--- src/rtl/reg_bank.sv ---
// General-purpose register bank: DEPTH x WIDTH words with per-cycle
// load/clear/inc/dec/shift on one addressed word and two async read ports.
module reg_bank #(
    parameter int               WIDTH     = 16,
    parameter int               ADDR_W    = 3,
    parameter logic [WIDTH-1:0] RESET_VAL = '0
) (
    input  logic              clk,
    input  logic              reset,
    input  logic [2:0]        op,
    input  logic [ADDR_W-1:0] waddr,
    input  logic [WIDTH-1:0]  din,
    input  logic              sin,
    input  logic [ADDR_W-1:0] raddr_a,
    input  logic [ADDR_W-1:0] raddr_b,
    output logic [WIDTH-1:0]  dout_a,
    output logic [WIDTH-1:0]  dout_b,
    output logic              zero_a,
    output logic              carry
);

    localparam int DEPTH = 1 << ADDR_W;

    localparam logic [WIDTH-1:0] ONE = {{(WIDTH-1){1'b0}}, 1'b1};

    typedef enum logic [2:0] {
        OP_NOP       = 3'b000,
        OP_LOAD      = 3'b001,
        OP_CLEAR     = 3'b010,
        OP_INC       = 3'b011,
        OP_DEC       = 3'b100,
        OP_SHL       = 3'b101,
        OP_SHR       = 3'b110,
        OP_CLEAR_ALL = 3'b111
    } op_e;

    op_e              op_sel;
    logic [WIDTH-1:0] regs [DEPTH];
    logic [WIDTH-1:0] cur;
    logic [WIDTH-1:0] nxt;
    logic             nxt_carry;
    logic             wr;

    assign op_sel = op_e'(op);

    // Next value and flag for the addressed word only.
    always_comb begin
        cur       = regs[waddr];
        nxt       = cur;
        nxt_carry = carry;
        wr        = 1'b0;
        unique case (op_sel)
            OP_NOP: begin
                nxt_carry = carry;
            end
            OP_LOAD: begin
                nxt       = din;
                nxt_carry = 1'b0;
                wr        = 1'b1;
            end
            OP_CLEAR: begin
                nxt       = '0;
                nxt_carry = 1'b0;
                wr        = 1'b1;
            end
            OP_INC: begin
                nxt       = cur + ONE;
                nxt_carry = &cur;
                wr        = 1'b1;
            end
            OP_DEC: begin
                nxt       = cur - ONE;
                nxt_carry = ~|cur;
                wr        = 1'b1;
            end
            OP_SHL: begin
                nxt       = {cur[WIDTH-2:0], sin};
                nxt_carry = cur[WIDTH-1];
                wr        = 1'b1;
            end
            OP_SHR: begin
                nxt       = {sin, cur[WIDTH-1:1]};
                nxt_carry = cur[0];
                wr        = 1'b1;
            end
            OP_CLEAR_ALL: begin
                nxt_carry = 1'b0;
            end
        endcase
    end

    always_ff @(posedge clk or negedge reset) begin
        if (!reset) begin
            for (int i = 0; i < DEPTH; i++) begin
                regs[i] <= RESET_VAL;
            end
            carry <= 1'b0;
        end else begin
            carry <= nxt_carry;
            if (op_sel == OP_CLEAR_ALL) begin
                for (int i = 0; i < DEPTH; i++) begin
                    regs[i] <= RESET_VAL;
                end
            end else if (wr) begin
                regs[waddr] <= nxt;
            end
        end
    end

    // No write bypass: reads always see the stored value.
    assign dout_a = regs[raddr_a];
    assign dout_b = regs[raddr_b];
    assign zero_a = ~|dout_a;

endmodule

--- config.mk ---
export PLATFORM = sky130hd
export DESIGN_NAME = reg_bank
export DESIGN_NICKNAME = d
export VERILOG_FILES = /design/src/rtl/reg_bank.sv
export SDC_FILE = /design/constraint.sdc
export NUM_CORES = 1
export LEC_CHECK = 0
export ABC_AREA = 1
export CAP_MARGIN = 20
export CORE_MARGIN = 8
export CORE_UTILIZATION = 30
export CTS_BUF_LIST = sky130_fd_sc_hd__clkbuf_4
export CTS_CLUSTER_DIAMETER = 60
export DETAILED_ROUTE_END_ITERATION = 7
export PLACE_DENSITY = 0.55
export REMOVE_ABC_BUFFERS = 1
export SYNTH_ARGS = -nofsm -noshare
export SYNTH_HDL_FRONTEND = slang
export SYNTH_SLANG_ARGS = --single-unit
--- constraint.sdc ---
create_clock -name clk -period 4.7 [get_ports clk]
set_input_delay 0.94 -clock clk [delete_from_list [all_inputs] [get_ports clk]]
set_output_delay 0.94 -clock clk [all_outputs]
set_load 0.05 [all_outputs]
==> flow_summary.toml <==
[logic_synthesis]
seq_area_frac_synth = 0.318
ys_ff_latch = 129
yosys_warnings = 0
synthTopCellsByArea = "dfrtp_1, nand2_1, o21ai_0"
synthCells = 1533
synth_area_per_cell_sq_um = 6.63
syn_area_sq_um = 10200
yosysTopAreaCellShare = 0.318
synth.largest_area_cell = "dfrtp_1"
synthArstFlopShare = 1.00
synth.distinct_cells = 48
synth_edf_count = 0
synth-main-ff-cell = "dfrtp_1"

[clocking]
numCtsBuffers = 17
clkTransAtPathRegs_ps = 110
post_cts_buffers = 0
htreeDepth = 4
insertion_delay_ps = 580
cts_buffer_depth = 2
tritoncts = "yes"
cts-root-buf = "clkbuf_4"
cts_resized = 0
ctsHoldBuffers = 0
cts.sinks = 129

[grt]
grt_pass1_wl_um = 66400
first_global_vias = 10800
grt.overflow.total = 0
antenna_found_initial = 1
grtUsageTotal = 0.219
grt_start_max_net_pins = 105

[critical_path]
end_kind = "primary output"
crit_path_end = "zero_a"
start_kind = "primary input"
cp.arrival_ps = 3240
cp_max_fo = 8
ff2ff_path_depth = 13
reg2reg_from = "regs[1]"
r2r_end = "regs[65]"
reg2reg_slack_ps = 1600
crit_start = "raddr_a[2]"
critPathRequiredTime_ps = 3760
crit_type = "primary input to primary output"

[placement]
gp_congestion = 0.948
port_buffers = 64
pre_cts_ws_ps = 285
dp_hpwl_um = 31600
place_area_sq_um = 11800

[floorplanning]
die_y_um = 200
dieArea_sq_um = 40000
start_util = 0.304
rows = 67
die_w_um = 200
ios = 65
core-area_sq_um = 33400

[job]
drv_cap = 0

[detailed_routing]
wl_per_cell_um = 21.3
num_vias = 11500
avgViaCountPerCell = 5.56
ant_nets = 0
drt_first_pass_iters = 5
drtIter0Drc = 1324
totalWireLength_um = 43900
drc = 0

[cells_and_area]
multi_input_area_sq_um = 6010
area_delta_synth_final_pct = 19.7
final-seq-area_sq_um = 3230
fillCellCount = 3554
nets = 1643
stdcell_area_sq_um = 12200
drive_above_1_share = 0.154

[power_and_ir_drop]
ir_drop_mv = 0.151
power-per-cell-area_nw_per_um2 = 312
p_leak_nw = 5.72

[sta]
fmax_ghz = 0.239
finalClockSkew_ps = 27.5
final-hold-violation-count = 0
fin_tns_setup_ps = 0
whs_ps = 305
setup_ws_ps = 519
drv_slew = 0
rsz0062_at_grt = "no"
tightest_slew_ps = 891
slew_headroom = 0.405
fin_crit_ps = 4180
period_share = 0.890
setup-violations-final = 0

[status]
status = "finished clean"

[worst_hold_path]
hold_path.class = "primary input to asynchronous set/reset pin"
==> kinds of logic (layout without fill, tap and decap cells) <==
group           after synthesis  after routing  synth area share
buf+inv                     226            303            0.0918
compound gates              413            413             0.245
other cells                   0              2                 0
flops                       129            129             0.318
fa+ha+maj                    14             14            0.0172
simple gates                751            751             0.328
==> metrics by stage <==
step	total power, W	std cells	utilization
after floorplan	0.00217	1456	-
after global placement	0.00279	2026	0.352
after detailed placement	0.00279	2026	0.352
after CTS	0.00379	2057	0.363
after global routing	0.00399	2060	0.364
final	0.00380	2060	0.364
==> worst min-delay path by stage <==
stage / end / startpoint / cells after the start / slack (ps)
3_3_place_gp: regs[76] / regs[76] / 2 / 460
3_5_place_dp: regs[108] / regs[108] / 2 / 470
5_1_grt: regs[120] / reset / 1 / 290
6_report: regs[117] / reset / 1 / 310
4_1_cts: regs[120] / reset / 1 / 500
2_1_floorplan: regs[107] / regs[107] / 2 / 450
==> state kept, by name, summed over array words and instances (netlist names) <==
register / count
regs: 128
carry: 1
==> placed cells by master (no fill, tap or decap), types with 32 or more instances in the layout <==
cell type	instances
nand2_1	483
o21ai_0	138
dfrtp_1	129
inv_1	124
nand3_1	110
a21oi_1	97
buf_4	56
nor2_1	55
o21ai_1	35
nand2_2	35
buf_12	35
a31oi_1	32
==> cells in the mapped netlist, types with 6 or more instances <==
master      n
a221oi_1   22
nand2_2    35
nand3_1   110
a31oi_1    32
o21ai_2     7
buf_2       8
nor2_2     10
nand2_1   483
inv_2      22
o211ai_1   26
clkbuf_1   57
nor2_1     55
o21ai_0   138
dfrtp_1   129
inv_1     124
nor3_2      6
o21ai_1    35
buf_6       7
ha_1       14
nand4_1    13
o22ai_1    27
a21oi_1    97
nand3_2     8
nand2_4     7
nor3_1      8
==> routing by layer <==
layer	wire (um)	GRT usage	vias to the layer above
li1	-	-	5322
met1	18200	0.292	5401
met2	19600	0.341	624
met3	4130	0.0386	115
met4	1900	0.105	0
met5	0	0	-
==> critical path, cell delays in order <==
cell             delay (ps)
clkdlybuf4s50_1         490
clkinv_1                330
buf_4                   320
a221oi_1                230
a31oi_1                 180
nor4_1                  290
nand2_1                  80
nor2_1                  200
buf_12                  170
==> power by group <==
part	switching (W)	internal [W]	leakage, nW
logic	0.000954	0.000472	3.80
registers	0.000130	0.00125	1.75
clock network	0.000467	0.000525	0.182
total	0.00155	0.00224	5.72
==> layout make-up <==
class / instances / share of cell area
flip-flops and latches: 129 / 0.265
clock inverters: 14 / 0.0195
well taps: 448 / 0.0461
inverters: 149 / 0.0462
repair buffers: 123 / 0.118
diodes: 2 / 0.000411
multi-input cells: 1178 / 0.494
clock buffers: 17 / 0.0105
Power figures use the tool's default switching activity.
==> variant 1, RTL diff (same flow settings) <==
The parameter `WIDTH` goes from 16 to 14.
--- a/src/rtl/reg_bank.sv
+++ b/src/rtl/reg_bank.sv
@@ -2,5 +2,5 @@
 // load/clear/inc/dec/shift on one addressed word and two async read ports.
 module reg_bank #(
-    parameter int               WIDTH     = 16,
+    parameter int               WIDTH     = 14,
     parameter int               ADDR_W    = 3,
     parameter logic [WIDTH-1:0] RESET_VAL = '0
Ports: changed (resized din, dout_a and dout_b); port bits go from 65 to 59. No check against the original RTL was run, so the function may have changed too.
==> variant 1 against the original RTL <==
Non-clock buffer count fell by 31; maximum frequency is 2.4% lower; final area fell by 15%; setup slack got worse by 0.10 ns; core utilization decreased by 1.2 points; area after synthesis down 13%; sequential share of layout area is 0.91 points higher; first-iteration DRC count is 2.9% lower; total power shrank 16%; wire length is 12% lower; hold slack got worse by 0.060 ns; sequential cell count decreased by 16.
==> variant 1: results <==
group,metric,value,unit
status,status,"complete, no violations",
logic_synthesis,synth-adder-area-share,1.92,%
finish,reg.largest.list,"regs (112), carry (1)",
setup_path,worst-path-max-fanout,71,
setup_path,r2r_cells,12,
detailed_routing,dr.pass1.iters,6,
power,peakVddDrop,0.000126,V
clock_network,clk_latency,0.60,ns
detailed_routing,vias,10141,
grt,grt_first_pass_wirelength,59200,microns
clock_network,cts_tree,"done",
clock_network,postCtsSetupRepairBufs,0,
detailed_routing,drt_iter0_markers,1285,
logic_synthesis,synth_compound_area_share,25.5,%
setup_path,r2r_start,"regs[16]$_DFFE_PN0P_",
setup_path,reg2reg_to,"regs[30]$_DFFE_PN0P_",
detailed_routing,wire_per_inst,21.1,microns
clock_network,cts_resized,0,
setup_path,rrSetupSlack,1.59,ns
logic_synthesis,synth_cells,1382,
logic_synthesis,synth_cell_types,48,
clock_network,ctsRootBufferMaster,"clkbuf_4",
place,port_buffers,58,
grt,grt.total_usage,21.5,%
logic_synthesis,synth_xor_xnor_area_share,0,%
clock_network,cts.path.max_buffers,2,
power,p_leak,4.77,nW
place,routabilityCongestion,0.943,
grt,grt_max_degree,76,
logic_synthesis,synth_common_cells,"nand2_1, o21ai_0, inv_1",
logic_synthesis,synth_mux_area_share,0,%
clock_network,cts_hold_buf,0,
logic_synthesis,netlist_top_cells_area,"dfrtp_1, nand2_1, o21ai_0",
finish,design.final.nets,1469,
detailed_routing,via_per_inst,5.54,
grt,antenna_found_initial,1,
place,placed_area,0.00998,sq mm
timing,worst_pin_slew,1.00,ns
place,dpl.hpwl,27200,microns
logic_synthesis,yosysSeqAreaShare,32.0,%
logic_synthesis,async_flop_share,100,%
timing,fin_worst_skew,0.0366,ns
place,placed_cells,1797,
clock_network,path_clk_slew,0.13,ns
logic_synthesis,yosys_warnings,0,
setup_path,startpoint,"raddr_a[0]",
grt,grt_pass1_vias,9622,
clock_network,numCtsBuffers,17,
finish,drive_above_1_share,11.4,%
power,p_sw,1.42,mW
logic_synthesis,ys.flop_type,"dfrtp_1",
## variant 1: changes by cell type after synthesis, moves of 16 or more
cell	delta
nand2_1	-39
o21ai_0	+29
clkbuf_1	-25
nand3_1	-20
buf_2	+19
nand2_2	-19
dfrtp_1	-16
nor2_1	+16
## variant 1: per-layer routing
metal	routed length, microns	share of wire (%)	global-route usage (%)
met1	16600	43	29.5
met2	17300	45	33.8
met3	3670	9.5	3.90
met4	1090	2.8	7.06
met5	0	0	0
## variant 1: power groups by stage
| stage | clock, mW | combinational [mW] | sequential (mW) |
|---|---|---|---|
| after floorplan | 0 | 0.711 | 1.18 |
| after global placement | 0 | 1.20 | 1.20 |
| after detailed placement | 0 | 1.21 | 1.20 |
| after CTS | 0.789 | 1.21 | 1.18 |
| after global routing | 0.821 | 1.34 | 1.20 |
| final | 0.785 | 1.24 | 1.19 |
## variant 1: area by class of cell
type	instances	area (sq um)
fill	3219	19000
multi-input combinational	1065	5170
sequential	113	2830
timing repair buffer	92	998
inverter	138	526
tap	390	488
clock inverter	15	161
clock buffer	17	128
antenna	1	2.50
## variant 1: worst max-delay path, cell delays in order
cell and delay, ns:
buf_2 0.09, buf_4 0.56, a21oi_1 0.16, o21ai_0 0.13, nand3_1 0.10, and2_1 0.21, nor4_1 0.56, nand2_1 0.09
nor2_1 0.28, buf_12 0.18
## variant 1: how the worst max path moves through the flow
| stage | slack [ns] | end |
|---|---|---|
| after floorplan | 0.55 | zero_a |
| after global placement | 0.49 | zero_a |
| after detailed placement | 0.47 | zero_a |
| after CTS | 0.47 | zero_a |
| after global routing | 0.31 | zero_a |
| final | 0.41 | zero_a |
## variant 1: cells by family after synthesis
group,Yosys count
AND/OR/NAND/NOR,650
adder cells (fa/ha/maj),13
AO/OA/AOI/OAI,402
flip-flops,113
buffers and inverters,204
## variant 1: per-stage QoR
stage	worst slack (ns)	hold WS [ns]
after floorplan	0.546	0.449
after global placement	0.488	0.467
after detailed placement	0.473	0.469
after CTS	0.467	0.500
after global routing	0.308	0.258
final	0.414	0.246
==> variant 2, RTL diff (config.mk and constraints unchanged) <==
Without the edit above. Make the reset (`reset`) synchronous in one clocked block. Comments in the files are not updated.
--- a/src/rtl/reg_bank.sv
+++ b/src/rtl/reg_bank.sv
@@ -90,5 +90,5 @@
     end
 
-    always_ff @(posedge clk or negedge reset) begin
+    always_ff @(posedge clk) begin
         if (!reset) begin
             for (int i = 0; i < DEPTH; i++) begin
Behaviour: not the same (Yosys sat finds a counterexample within 4 cycles, from zero or initial values and one cycle with reset low; the reset may be asserted at any time).
==> variant 2 against the original RTL <==
Cell count is 11% lower; hold slack better by 0.27 ns; wire length is 9.6% lower; final area is 4.9% lower; area after synthesis is 6.3% lower; maximum frequency is 2.9% lower; sequential cell count stayed put; setup slack worse by 0.13 ns; total power is 13% lower.
==> variant 2: results <==
group,metric,value,unit
detailed_routing,finalWirelength,39700,microns
place,pre_cts_slack,0.0523,ns
min_path,hold_class,"register to register",
detailed_routing,via_per_inst,5.46,
logic_synthesis,synth_common_cells,"nand2_1, nor2_1, o21ai_0",
clock_network,ctsRootBufferMaster,"clkbuf_4",
setup_path,worst-path-max-fanout,32,
grt,grt_pass1_vias,9377,
setup_path,rrSetupSlack,1.79,ns
power,p_int,2.11,mW
logic_synthesis,synth_cell_types,52,
clock_network,cts.path.max_buffers,2,
grt,grt.total_usage,20.4,%
timing,holdWs,0.580,ns
clock_network,cts_resized,0,
power,p_leak,4.69,nW
logic_synthesis,async_flop_share,0,%
detailed_routing,dr.pass1.iters,7,
logic_synthesis,yosysSeqAreaShare,40.6,%
timing,worst_pin_slew,1.07,ns
grt,grt_max_degree,76,
power,pg_comb,1.05,mW
power,peakVddDrop,0.000139,V
grt,grt_first_pass_wirelength,58600,microns
finish,reg.largest.list,"regs (128), carry (1)",
place,port_buffers,64,
place,dpl.hpwl,27900,microns
setup_path,crit_arrival,3.37,ns
finish,drive_above_1_share,13.5,%
power,pwr-share-clk,26.1,%
logic_synthesis,synth-edff-count,128,
status,status,"complete, no violations",
logic_synthesis,yosys_warnings,0,
timing,layout_min_cycle_time,4.31,ns
timing,fin_worst_skew,0.0213,ns
power,seqPwrFrac,42.0,%
detailed_routing,drt_iter0_markers,1189,
clock_network,clk_latency,0.57,ns
grt,antenna_found_initial,2,
finish,design.final.nets,1457,
finish,num-fill-cells,3318,
logic_synthesis,netlist_top_cells_area,"edfxtp_1, nand2_1, o21ai_0",
place,routabilityCongestion,0.927,
clock_network,htree_levels,4,
-- variant 2: cell type report --
type	count	area share, %
inverter	141	4.62
timing repair buffer	135	13.6
multi-input combinational	991	41.4
clock buffer	18	1.17
clock inverter	12	1.45
sequential	129	33.4
antenna	1	0.0216
tap	402	4.35
-- variant 2: cells by family after synthesis --
kind of cell / count (synthesis) / synth area share [%]
AO/OA/AOI/OAI: 355 / 21.5
adder cells (fa/ha/maj): 11 / 1.45
buffers and inverters: 210 / 9.04
XOR/XNOR: 1 / 0.0920
AND/OR/NAND/NOR: 624 / 27.4
flip-flops: 129 / 40.6
-- variant 2: final timing paths --
| kind | start | endpoint | depth (start not counted) |
|---|---|---|---|
| max | raddr_a[1] | zero_a | 9 |
| min | carry$_SDFFE_PN0P_ | carry$_SDFFE_PN0P_ | 2 |
| max reg2reg | regs[0][7]$_SDFFCE_PN0P_ | regs[3][12]$_SDFFCE_PN0P_ | 14 |
| min reg2reg | carry$_SDFFE_PN0P_ | carry$_SDFFE_PN0P_ | 2 |
-- variant 2: through the flow --
stage / std cells / util [%] / cell area (sq um)
floorplan: 1261 / - / 9190
global placement: 1798 / 35.9 / 11300
detailed placement: 1798 / 35.9 / 11300
CTS: 1828 / 36.9 / 11600
global route: 1829 / 36.9 / 11600
finish: 1829 / 36.9 / 11600
-- variant 2: layer usage --
metal | global-route usage, % | vias to the layer above | wire [microns]
li1 | - | 4685 | -
met1 | 26.7 | 4743 | 17300
met2 | 33.7 | 483 | 18400
met3 | 3.25 | 76 | 2720
met4 | 7.04 | 0 | 1180
met5 | 0 | - | 0
-- variant 2: critical path: stages --
cell	delay, ns
clkdlybuf4s50_1	0.50
buf_4	0.37
a21oi_1	0.07
o21ai_0	0.10
a31oi_1	0.21
nor4_1	0.47
nand2_1	0.25
nor2_1	0.28
buf_12	0.18
